$ cat src/rtl/semi_auto_nav_if.sv
// Bundle of the semi-auto navigator's command, detector and drive signals.
// The master side sources mode/detectors/commands; the slave side is the navigator.
interface semi_auto_nav_if;
  logic       enable;
  logic [3:0] detectors;    // {front, back, left, right}, 1 = obstacle
  logic       cmd_forward;
  logic       cmd_left;
  logic       cmd_right;

  logic       move_forward;
  logic       move_backward;
  logic       turn_left;
  logic       turn_right;
  logic [2:0] nav_state;
  logic       fork_seen;
  logic [7:0] fork_count;

  modport master (
    output enable, detectors, cmd_forward, cmd_left, cmd_right,
    input  move_forward, move_backward, turn_left, turn_right,
           nav_state, fork_seen, fork_count
  );

  modport slave (
    input  enable, detectors, cmd_forward, cmd_left, cmd_right,
    output move_forward, move_backward, turn_left, turn_right,
           nav_state, fork_seen, fork_count
  );
endinterface

$ cat src/rtl/semi_auto_nav.sv
// Semi-automatic corridor navigator: drives forward, stops at stable forks, turns on command.
// Define AUTO_NAV_EN to let the detector snapshot at a fork pick the route (incl. U-turn).
module semi_auto_nav #(
  parameter int TURN_CYCLES   = 50000000,
  parameter int SETTLE_CYCLES = 25000000,
  parameter int FORK_STABLE   = 100000
) (
  input logic            sys_clk,
  input logic            rst,
  semi_auto_nav_if.slave nav
);

  localparam int TIMER_MAX = (2 * TURN_CYCLES > SETTLE_CYCLES) ? 2 * TURN_CYCLES : SETTLE_CYCLES;
  localparam int TW        = $clog2(TIMER_MAX + 1);
  localparam int SW        = $clog2(FORK_STABLE + 1);

  localparam logic [TW-1:0] TURN_LEN   = TW'(TURN_CYCLES);
  localparam logic [TW-1:0] UTURN_LEN  = TW'(2 * TURN_CYCLES);
  localparam logic [TW-1:0] SETTLE_LEN = TW'(SETTLE_CYCLES);
  localparam logic [SW-1:0] STABLE_LEN = SW'(FORK_STABLE);

  typedef enum logic [2:0] {
    S_IDLE   = 3'd0,
    S_MOVE   = 3'd1,
    S_WAIT   = 3'd2,
    S_TURN   = 3'd3,
    S_SETTLE = 3'd4
  } nav_state_e;

  typedef enum logic {
    DIR_LEFT  = 1'b0,
    DIR_RIGHT = 1'b1
  } turn_dir_e;

  nav_state_e    state_q, state_d;
  logic [TW-1:0] timer_q, timer_d;
  logic [SW-1:0] stable_q, stable_d;
  turn_dir_e     dir_q, dir_d;
  logic          uturn_q, uturn_d;
  logic          fork_seen_q, fork_seen_d;
  logic [7:0]    fork_count_q, fork_count_d;

`ifdef AUTO_NAV_EN
  logic [2:0]    snap_q, snap_d;          // {front_open, left_open, right_open} at WAIT entry
  logic          snap_valid_q, snap_valid_d;
`endif

  logic          front_open, left_open, right_open;
  logic          fork_cond;
  logic          auto_taken;
  logic [TW-1:0] timer_inc;
  logic [TW-1:0] turn_len;
  logic [SW-1:0] stable_inc;
  logic          back_unused;

  assign front_open  = ~nav.detectors[3];
  assign left_open   = ~nav.detectors[1];
  assign right_open  = ~nav.detectors[0];
  assign back_unused = nav.detectors[2];
  assign fork_cond   = left_open | right_open | ~front_open;

  assign timer_inc  = timer_q + TW'(1);
  assign stable_inc = stable_q + SW'(1);
  assign turn_len   = uturn_q ? UTURN_LEN : TURN_LEN;

  always_comb begin
    // NOTE: every *_d gets a default first, so no branch can leave one unassigned and infer a latch.
    state_d      = state_q;
    timer_d      = timer_q;
    stable_d     = stable_q;
    dir_d        = dir_q;
    uturn_d      = uturn_q;
    fork_seen_d  = 1'b0;
    fork_count_d = fork_count_q;
    auto_taken   = 1'b0;
`ifdef AUTO_NAV_EN
    snap_d       = snap_q;
    snap_valid_d = snap_valid_q;
`endif

    if (!nav.enable) begin
      // Leaving semi-auto mode abandons any manoeuvre in progress.
      state_d  = S_IDLE;
      timer_d  = '0;
      stable_d = '0;
      dir_d    = DIR_LEFT;
      uturn_d  = 1'b0;
`ifdef AUTO_NAV_EN
      snap_valid_d = 1'b0;
`endif
    end else begin
      unique case (state_q)
        S_IDLE: begin
          state_d  = S_MOVE;
          timer_d  = '0;
          stable_d = '0;
        end

        S_MOVE: begin
          if (!fork_cond) begin
            stable_d = '0;
          end else if (stable_inc == STABLE_LEN) begin
            state_d     = S_WAIT;
            stable_d    = '0;
            fork_seen_d = 1'b1;
            if (fork_count_q != 8'hFF) fork_count_d = fork_count_q + 8'd1;
`ifdef AUTO_NAV_EN
            snap_d       = {front_open, left_open, right_open};
            snap_valid_d = 1'b1;
`endif
          end else begin
            stable_d = stable_inc;
          end
        end

        S_WAIT: begin
`ifdef AUTO_NAV_EN
          if (snap_valid_q) begin
            snap_valid_d = 1'b0;
            auto_taken   = 1'b1;
            unique case (snap_q)
              3'b100: begin
                state_d = S_SETTLE;
                timer_d = '0;
              end
              3'b010: begin
                state_d = S_TURN;
                timer_d = '0;
                dir_d   = DIR_LEFT;
                uturn_d = 1'b0;
              end
              3'b001: begin
                state_d = S_TURN;
                timer_d = '0;
                dir_d   = DIR_RIGHT;
                uturn_d = 1'b0;
              end
              3'b000: begin
                state_d = S_TURN;
                timer_d = '0;
                dir_d   = DIR_LEFT;
                uturn_d = 1'b1;
              end
              default: auto_taken = 1'b0;  // several ways open: the user decides
            endcase
          end
`endif
          if (!auto_taken) begin
            if (nav.cmd_forward) begin
              state_d = S_SETTLE;
              timer_d = '0;
            end else if (nav.cmd_left) begin
              state_d = S_TURN;
              timer_d = '0;
              dir_d   = DIR_LEFT;
              uturn_d = 1'b0;
            end else if (nav.cmd_right) begin
              state_d = S_TURN;
              timer_d = '0;
              dir_d   = DIR_RIGHT;
              uturn_d = 1'b0;
            end
          end
        end

        S_TURN: begin
          if (timer_inc == turn_len) begin
            state_d = S_SETTLE;
            timer_d = '0;
            uturn_d = 1'b0;
          end else begin
            timer_d = timer_inc;
          end
        end

        S_SETTLE: begin
          if (timer_inc == SETTLE_LEN) begin
            state_d  = S_MOVE;
            timer_d  = '0;
            stable_d = '0;
          end else begin
            timer_d = timer_inc;
          end
        end

        default: state_d = S_IDLE;
      endcase
    end
  end

  always_ff @(posedge sys_clk) begin
    // NOTE: clocked state uses non-blocking assignments so every flop samples pre-edge values.
    if (!rst) begin
      state_q      <= S_IDLE;
      timer_q      <= '0;
      stable_q     <= '0;
      dir_q        <= DIR_LEFT;
      uturn_q      <= 1'b0;
      fork_seen_q  <= 1'b0;
      fork_count_q <= '0;
`ifdef AUTO_NAV_EN
      snap_q       <= '0;
      snap_valid_q <= 1'b0;
`endif
    end else begin
      state_q      <= state_d;
      timer_q      <= timer_d;
      stable_q     <= stable_d;
      dir_q        <= dir_d;
      uturn_q      <= uturn_d;
      fork_seen_q  <= fork_seen_d;
      fork_count_q <= fork_count_d;
`ifdef AUTO_NAV_EN
      snap_q       <= snap_d;
      snap_valid_q <= snap_valid_d;
`endif
    end
  end

  // Drive outputs depend on registered state only, so they never glitch with detector noise.
  assign nav.move_forward  = (state_q == S_MOVE) || (state_q == S_SETTLE);
  assign nav.move_backward = 1'b0;
  assign nav.turn_left     = (state_q == S_TURN) && (dir_q == DIR_LEFT);
  assign nav.turn_right    = (state_q == S_TURN) && (dir_q == DIR_RIGHT);
  assign nav.nav_state     = state_q;
  assign nav.fork_seen     = fork_seen_q;
  assign nav.fork_count    = fork_count_q;

endmodule

$ cat src/flat_wrapper.sv
// flat-port wrapper written by rule: the top's interface ports become plain ports
module semi_auto_nav_flat 
#(
  parameter int TURN_CYCLES   = 50000000,
  parameter int SETTLE_CYCLES = 25000000,
  parameter int FORK_STABLE   = 100000
)
  (sys_clk, rst, nav_enable, nav_detectors, nav_cmd_forward, nav_cmd_left, nav_cmd_right, nav_move_forward, nav_move_backward, nav_turn_left, nav_turn_right, nav_nav_state, nav_fork_seen, nav_fork_count);
  semi_auto_nav_if nav_i ();
  input logic sys_clk;
  input logic rst;
  input wire logic [$bits(nav_i.enable)-1:0] nav_enable;
  input wire logic [$bits(nav_i.detectors)-1:0] nav_detectors;
  input wire logic [$bits(nav_i.cmd_forward)-1:0] nav_cmd_forward;
  input wire logic [$bits(nav_i.cmd_left)-1:0] nav_cmd_left;
  input wire logic [$bits(nav_i.cmd_right)-1:0] nav_cmd_right;
  output wire logic [$bits(nav_i.move_forward)-1:0] nav_move_forward;
  output wire logic [$bits(nav_i.move_backward)-1:0] nav_move_backward;
  output wire logic [$bits(nav_i.turn_left)-1:0] nav_turn_left;
  output wire logic [$bits(nav_i.turn_right)-1:0] nav_turn_right;
  output wire logic [$bits(nav_i.nav_state)-1:0] nav_nav_state;
  output wire logic [$bits(nav_i.fork_seen)-1:0] nav_fork_seen;
  output wire logic [$bits(nav_i.fork_count)-1:0] nav_fork_count;
  assign nav_i.enable = nav_enable;
  assign nav_i.detectors = nav_detectors;
  assign nav_i.cmd_forward = nav_cmd_forward;
  assign nav_i.cmd_left = nav_cmd_left;
  assign nav_i.cmd_right = nav_cmd_right;
  assign nav_move_forward = nav_i.move_forward;
  assign nav_move_backward = nav_i.move_backward;
  assign nav_turn_left = nav_i.turn_left;
  assign nav_turn_right = nav_i.turn_right;
  assign nav_nav_state = nav_i.nav_state;
  assign nav_fork_seen = nav_i.fork_seen;
  assign nav_fork_count = nav_i.fork_count;
  semi_auto_nav #(.TURN_CYCLES(TURN_CYCLES), .SETTLE_CYCLES(SETTLE_CYCLES), .FORK_STABLE(FORK_STABLE)) u_core (.sys_clk(sys_clk), .rst(rst), .nav(nav_i));
endmodule
$ cat config.mk
export PLATFORM = sky130hd
export DESIGN_NAME = semi_auto_nav_flat
export DESIGN_NICKNAME = d
export VERILOG_FILES = /design/src/rtl/semi_auto_nav_if.sv /design/src/rtl/semi_auto_nav.sv /design/src/flat_wrapper.sv
export SDC_FILE = /design/constraint.sdc
export NUM_CORES = 1
export LEC_CHECK = 0
export ABC_AREA = 0
export CAP_MARGIN = 20
export CORE_ASPECT_RATIO = 1.2
export CORE_MARGIN = 3
export CORE_UTILIZATION = 45
export DETAILED_ROUTE_END_ITERATION = 8
export PLACE_DENSITY = 0.74
export SETUP_SLACK_MARGIN = 0.15
export SLEW_MARGIN = 30
export SYNTH_ARGS = -nofsm -noshare
export SYNTH_HDL_FRONTEND = slang
export SYNTH_SLANG_ARGS = --single-unit
export TNS_END_PERCENT = 1
$ cat constraint.sdc
create_clock -name sys_clk -period 5.85 [get_ports sys_clk]
set_clock_uncertainty 0.15 [all_clocks]
set_input_delay 0.585 -clock sys_clk [delete_from_list [all_inputs] [get_ports sys_clk]]
set_output_delay 0.585 -clock sys_clk [all_outputs]
set_load 0.005 [all_outputs]
==> summary.log, run 1 <==
qor: detailed_routing.ant_nets 0
qor: cts.ctsRootBufferMaster sky130_fd_sc_hd__clkbuf_8
qor: cts.cts_post_setup_buffers_inserted 0
qor: sta.timing.fmax 0.250 GHz
qor: sta.maxSlewHeadroom 47.9%
qor: worst_setup_path.critical_path.endpoint_type flop
qor: synthesis.netlist_top_cells_count sky130_fd_sc_hd__dfxtp_1, sky130_fd_sc_hd__nand2_1, sky130_fd_sc_hd__nand3_1
qor: status.outcome finished, final reports clean
qor: power_and_ir_drop.peakVddDrop 0.0000985 V
qor: synthesis.synth.ff_latch_count 57
qor: cts.clk-insertion-delay-late 0.35 ns
qor: place.place_hpwl 6530 um
qor: sta.timing.final.crit_period 4.00 ns
qor: place.place.port_buffers 23
qor: grt.grt_overflow_total 0
qor: detailed_routing.vias 3,561
qor: synthesis.synthesis.instances 464
qor: floorplan.io_pins 26
qor: power_and_ir_drop.ratio_of_total_power_to_cell_area 189 nW/um^2
qor: finish.flow.area_growth_from_synthesis 11.2%
qor: sta.maxSlewViolCount 0
qor: synthesis.synth.largest_area_cell sky130_fd_sc_hd__dfxtp_1
qor: floorplan.chipHeight 107 um
qor: synthesis.synth-main-ff-cell sky130_fd_sc_hd__dfxtp_1
qor: floorplan.die_x 90.4 um
qor: sta.setup_viol_count_final 0
qor: power_and_ir_drop.total_power_consumption 0.809 mW
qor: worst_setup_path.timing.critical_path.from_type flop
qor: grt.number_of_antenna_violations_at_the_first_check_in_global_routing 0
qor: sta.tightestPinTransition 0.774 ns
qor: floorplan.rows 36
qor: power_and_ir_drop.total_leakage_power 1.52 nW
qor: synthesis.netlist.area_leader.share 29.7%
qor: cts.clock_sinks 57
qor: cts.post_cts_hold_buffer_count 0
qor: finish.final_nets 486
qor: cts.clk_pin_slew 0.07 ns
qor: synthesis.synth_warnings 0
qor: grt.grtUsageTotal 19.8%
qor: worst_setup_path.crit_path_max_fanout 17
qor: cts.ctsHtreeMaxLevel 3
qor: sta.timing.final.crit_share 68.3%
qor: detailed_routing.route.detailed.wl_per_inst 15.6 um
qor: synthesis.seq_area_frac_synth 29.7%
qor: min_path.min_path_type flop to flop
qor: grt.grt_pass1_vias 3,468
qor: detailed_routing.detail_route.iter0.violations 248
qor: grt.pin_count_of_the_biggest_net_entering_global_routing 20
qor: sta.timing.setup.tns 0 ns
qor: cts.tritoncts yes
qor: sta.rsz0062_at_grt false
qor: run.drv_cap 0
qor: detailed_routing.postRouteWirelength 9250 um
qor: synthesis.synthMostInstantiatedCell sky130_fd_sc_hd__dfxtp_1
qor: place.globalplace.congestion 0.884
qor: synthesis.synth_fp_nets 477
qor: worst_setup_path.worst-endpoint-required 5.90 ns
qor: grt.grt_first_pass_wirelength 15,900 um
qor: cts.cts.repair.resized 0
qor: detailed_routing.drc 0
qor: synthesis.leading_post_synthesis_cells_by_cell_area sky130_fd_sc_hd__dfxtp_1, sky130_fd_sc_hd__nand2_1, sky130_fd_sc_hd__nand3_1
qor: cts.inserted_clock_buffers 9
qor: floorplan.core_region_area 8200 um^2
qor: cts.cts_buffer_depth 2
qor: synthesis.syn-cell-area 3840 um^2
qor: synthesis.share_of_flip_flops_with_an_asynchronous_set_or_reset 0%
qor: synthesis.synth_area_per_cell 8.29 um^2
qor: worst_setup_path.critPathArrivalTime 4.05 ns
qor: synthesis.synth_edf_count 0
qor: finish.diodes 0
qor: worst_setup_path.timing.setup.critical_path_class flop to flop
qor: synthesis.ys_types 82
qor: detailed_routing.vias_per_cell 6.02
qor: finish.fraction_of_layout_instances_using_a_drive_strength_above_1 11.1%
qor: detailed_routing.dr.pass1.iters 5
qor: sta.hold_viol 0
qor: floorplan.die-area 9690 um^2
qor: floorplan.effective_utilization_at_floorplan 46.9%
[report_power, final]
group          leakage [nW]  total (mW)  internal [mW]  switching, mW
clock                 0.107       0.390          0.231          0.159
combinational         0.957      0.0285         0.0116         0.0170
sequential            0.459       0.390          0.389        0.00143
total                  1.52       0.809          0.631          0.177
[cell type report]
cell class,instances,area (um^2)
fill,784,3920
multi-input combinational,368,2490
sequential,57,1140
timing repair buffer,26,253
clock buffer,14,173
tap,114,143
inverter,11,41.3
clock inverter,2,35.0
[state kept, by name, summed over array words and instances, names as in the netlist]
| signal | flops |
|---|---|
| u_core.timer_q | 27 |
| u_core.stable_q | 17 |
| u_core.nav.fork_count | 8 |
| u_core.nav.nav_state | 3 |
| u_core.dir_q | 1 |
| u_core.nav.fork_seen | 1 |
[final timing paths]
check                              to  cells after the start           startpoint  slack, ns
hold / removal    u_core.stable_q[16]                      1  u_core.stable_q[16]       0.33
setup reg to reg   u_core.timer_q[15]                      9    u_core.timer_q[0]       1.85
setup / recovery   u_core.timer_q[15]                      9    u_core.timer_q[0]       1.85
hold reg to reg   u_core.stable_q[16]                      1  u_core.stable_q[16]       0.33
[layer usage]
metal  vias to the layer above  part of all wire (%)  GRT usage, %
li1                       1777                     -             -
met1                      1680                    44          23.2
met2                        90                    49          35.2
met3                        14                   5.1          4.76
met4                         0                   1.7          7.11
met5                         -                     0             0
[critical path, cell delays in order, from the launching register on]
cell	delay, ns
sky130_fd_sc_hd__dfxtp_1	0.45
sky130_fd_sc_hd__ha_1	0.33
sky130_fd_sc_hd__nand3_4	0.14
sky130_fd_sc_hd__or4_4	0.61
sky130_fd_sc_hd__or3_4	0.40
sky130_fd_sc_hd__a22oi_2	0.20
sky130_fd_sc_hd__nand4_2	0.18
sky130_fd_sc_hd__o41a_1	0.73
sky130_fd_sc_hd__nand2_1	0.44
sky130_fd_sc_hd__o221ai_1	0.20
[metrics by stage]
step	hold slack, ns	instance area, um^2	util [%]	setup WS (ns)	instances
finish	0.329	4270	52.1	1.85	592
global route	0.360	4270	52.1	1.69	592
CTS	0.334	4270	52.1	1.88	592
detailed placement	0.318	4070	49.6	1.90	576
global placement	0.312	4060	49.5	1.96	576
floorplan	0.298	3840	-	2.53	464
[kinds of logic (layout without fill, tap and decap cells)]
logic type | count (synthesis) | in the layout | synth area share, %
AND/OR/NAND/NOR | 235 | 235 | 35.7
flip-flops | 57 | 57 | 29.7
XOR/XNOR | 18 | 18 | 4.10
AO/OA/AOI/OAI | 94 | 94 | 19.1
adder cells (fa/ha/maj) | 3 | 3 | 0.976
buffers and inverters | 39 | 53 | 5.83
other | 1 | 1 | 0.0975
multiplexers | 17 | 17 | 4.49
[placed cells by master (no fill, tap or decap), drive strengths merged, types with 4 or more instances in the layout]
cell type,instances
a211o,11
a21oi,5
a22o,7
a31oi,10
and2,12
and3,21
clkbuf,14
clkdlybuf4s50,23
dfxtp,57
inv,11
mux2i,15
nand2,45
nand2b,8
nand3,36
nand4,20
nor2,25
nor2b,4
nor3,22
nor3b,4
nor4,12
o21ai,13
o21bai,4
o22ai,5
o31a,4
o31ai,4
or4,8
xnor2,12
xor2,6
No activity file was read; power rests on OpenSTA's default activity.
==> run 2: changes to the inputs <==
Clock period 5.85 ns to 4 ns, I/O delays scaled along.
==> run 2 against run 1 <==
Compared with the run above:
- register-to-register slack lost 1.5 ns
- power grew 54%
- global-route usage grew 0.82 points
- worst setup slack lost 1.5 ns
- critical path type unchanged
- cell count grew 2.4%
- maximum frequency grew 8.8%
- largest power group is now the clock network
==> summary.log, run 2 (synthesized netlist as in run 1, its figures left out) <==
qor: finish.number_of_flip_flops_in_the_largest_register 27 [unchanged]
qor: sta.timing.final.crit_share 91.9% [+24 points]
qor: finish.flow.area_growth_from_synthesis 14.5%
qor: cts.clock_sinks 57 [unchanged]
qor: floorplan.die_x 90.4 um [unchanged]
qor: detailed_routing.route.detailed.wl_per_inst 15.8 um [+1.0%]
qor: power_and_ir_drop.ratio_of_total_power_to_cell_area 283 nW/um^2 [+50%]
qor: sta.timing.fmax 0.272 GHz [+8.8%]
qor: cts.cts_buffer_depth 2 [unchanged]
qor: cts.cts_post_setup_buffers_inserted 0 [unchanged]
qor: power_and_ir_drop.power.switching 0.262 mW [+48%]
qor: power_and_ir_drop.power.share.sequential 45.7% [-2.5 points]
qor: finish.biggest_register u_core.timer_q
qor: sta.timing.final.crit_period 3.67 ns [-0.322 ns]
qor: detailed_routing.drc 0 [unchanged]
qor: detailed_routing.dr.pass1.iters 5 [unchanged]
qor: status.outcome finished, final reports clean
qor: cts.inserted_clock_buffers 9 [unchanged]
qor: cts.tritoncts yes
qor: detailed_routing.ant_nets 0 [unchanged]
qor: cts.clk-insertion-delay-late 0.35 ns [about the same]
qor: detailed_routing.postRouteWirelength 9570 um [+3.4%]
qor: worst_setup_path.critPathArrivalTime 3.76 ns [-0.29 ns]
qor: worst_setup_path.timing.setup.critical_path_class flop to flop
qor: run.drv_cap 0 [unchanged]
qor: sta.rsz0062_at_grt false
qor: finish.most_frequent_standard_cell_in_the_layout_excluding_fill_and_tap_cells sky130_fd_sc_hd__dfxtp_1
qor: finish.final_nets 501 [+3.1%]
qor: grt.grt_pass1_vias 3,508 [+1.2%]
qor: grt.grtUsageTotal 20.6% [+0.82 points]
qor: finish.fraction_of_layout_instances_using_a_drive_strength_above_1 14.2% [+3.1 points]
qor: power_and_ir_drop.peakVddDrop 0.000137 V [+39%]
qor: worst_setup_path.crit_chain ha_2 -> nand3_4 -> or4_4 -> or3_4 -> a22oi_2 -> nand4_2 -> o41a_2 -> and3_1 -> a211o_1
qor: floorplan.effective_utilization_at_floorplan 46.9% [unchanged]
qor: finish.diodes 0 [unchanged]
qor: cts.post_cts_hold_buffer_count 0 [unchanged]
qor: sta.setup_viol_count_final 0 [unchanged]
qor: min_path.min_path_type flop to flop
qor: finish.fin_util 53.7% [+1.6 points]
qor: cts.cts.repair.resized 0 [unchanged]
qor: grt.grt_overflow_total 0 [unchanged]
qor: place.dpl_cell_area 4170 um^2 [+2.6%]
qor: sta.hold_viol 0 [unchanged]
qor: place.globalplace.congestion 0.932 [+5.3%]
qor: finish.final.fill_count 773 [-1.4%]
qor: grt.pin_count_of_the_biggest_net_entering_global_routing 20 [unchanged]
qor: cts.ctsRootBufferMaster sky130_fd_sc_hd__clkbuf_8
qor: floorplan.core_region_area 8200 um^2 [unchanged]
qor: floorplan.io_pins 26 [unchanged]
qor: finish.most-common-layout-cells sky130_fd_sc_hd__dfxtp_1, sky130_fd_sc_hd__nand2_1, sky130_fd_sc_hd__nand3_1
qor: worst_setup_path.timing.critical_path.slowest_stage_cell sky130_fd_sc_hd__o41a_2
qor: floorplan.rows 36 [unchanged]
qor: grt.grt_first_pass_wirelength 16,400 um [+3.5%]
qor: cts.ctsHtreeMaxLevel 3 [unchanged]
qor: place.place_hpwl 6800 um [+4.1%]
qor: finish.design_area 4400 um^2 [+3.0%]
qor: sta.timing.setup.tns 0 ns [unchanged]
qor: power_and_ir_drop.p_clk_share 50.9% [+2.7 points]
qor: sta.maxSlewHeadroom 57.5% [+9.6 points]
qor: power_and_ir_drop.p_int 0.985 mW [+56%]
qor: detailed_routing.detail_route.iter0.violations 292 [+18%]
qor: worst_setup_path.cpPeakStageDelay 0.65 ns [-0.08 ns]
qor: cts.clk_pin_slew 0.07 ns [about the same]
qor: finish.fin_cells 606 [+2.4%]
qor: worst_setup_path.crit_family simple AND/OR/NAND/NOR gates
qor: floorplan.chipHeight 107 um [unchanged]
qor: power_and_ir_drop.power.switching_fraction 21.0% [-0.87 points]
qor: place.place.port_buffers 23 [unchanged]
qor: worst_setup_path.cp.buffers_inverters 0 [unchanged]
qor: sta.finalHoldWorstSlack 0.334 ns [+0.00555 ns]
qor: sta.maxSlewViolCount 0 [unchanged]
qor: place.placed_cells 591 [+2.6%]
qor: floorplan.die-area 9690 um^2 [unchanged]
qor: detailed_routing.vias 3,671 [+3.1%]
qor: worst_setup_path.worst-endpoint-required 4.09 ns [-1.81 ns]
qor: power_and_ir_drop.comb_power_share 3.4% [about the same]
qor: grt.number_of_antenna_violations_at_the_first_check_in_global_routing 0 [unchanged]
qor: sta.tightestPinTransition 0.632 ns [-0.142 ns]
qor: worst_setup_path.critical_path.endpoint_type flop
qor: worst_setup_path.timing.critical_path.from_type flop
qor: worst_setup_path.crit_path_max_fanout 11 [-6]
qor: power_and_ir_drop.total_leakage_power 1.60 nW [+5.4%]
qor: detailed_routing.vias_per_cell 6.06 [+0.71%]
## run 2: cell types whose count changed in the layout (fill, tap and decap cells not counted), sizes merged
cell,delta
clkbuf,-1
bufinv,+1
buf,+15
clkinv,-1
## run 2: cell type report
class                      instances  area, um^2  share of cell area (%)
sequential                        57        1140                    25.9
multi-input combinational        368        2480                    56.4
clock inverter                     2        60.1                    1.36
tap                              114         143                    3.24
timing repair buffer              41         365                    8.30
clock buffer                      13         169                    3.84
inverter                          11        41.3                   0.938
## run 2: power groups by stage
stage	sequential [mW]	clock (mW)	combinational, mW
CTS	0.570	0.648	0.0418
detailed placement	0.583	0	0.0414
floorplan	0.582	0	0.0255
global route	0.570	0.671	0.0457
finish	0.570	0.634	0.0422
global placement	0.583	0	0.0409
## run 2: worst paths after layout
| check | cells past startpoint | slack (ns) | to | from |
|---|---|---|---|---|
| worst max-delay path | 9 | 0.33 | u_core.timer_q[21] | u_core.timer_q[1] |
| worst min-delay path | 1 | 0.33 | u_core.stable_q[16] | u_core.stable_q[16] |
| worst max register to register | 9 | 0.33 | u_core.timer_q[21] | u_core.timer_q[1] |
| worst min register to register | 1 | 0.33 | u_core.stable_q[16] | u_core.stable_q[16] |
## run 2: metrics by stage
step                total power [mW]  worst slack (ns)
finish                          1.25             0.325
global route                    1.29             0.167
CTS                             1.26             0.252
detailed placement             0.624             0.283
global placement               0.624             0.353
floorplan                      0.607             0.679
## run 2: metal layers
layer,GRT usage (%),up-vias,part of all wire (%)
met5,0,-,0
met4,9.96,0,2.2
met3,3.99,18,5.0
met2,35.9,110,50
met1,24.3,1741,43
li1,-,1802,-
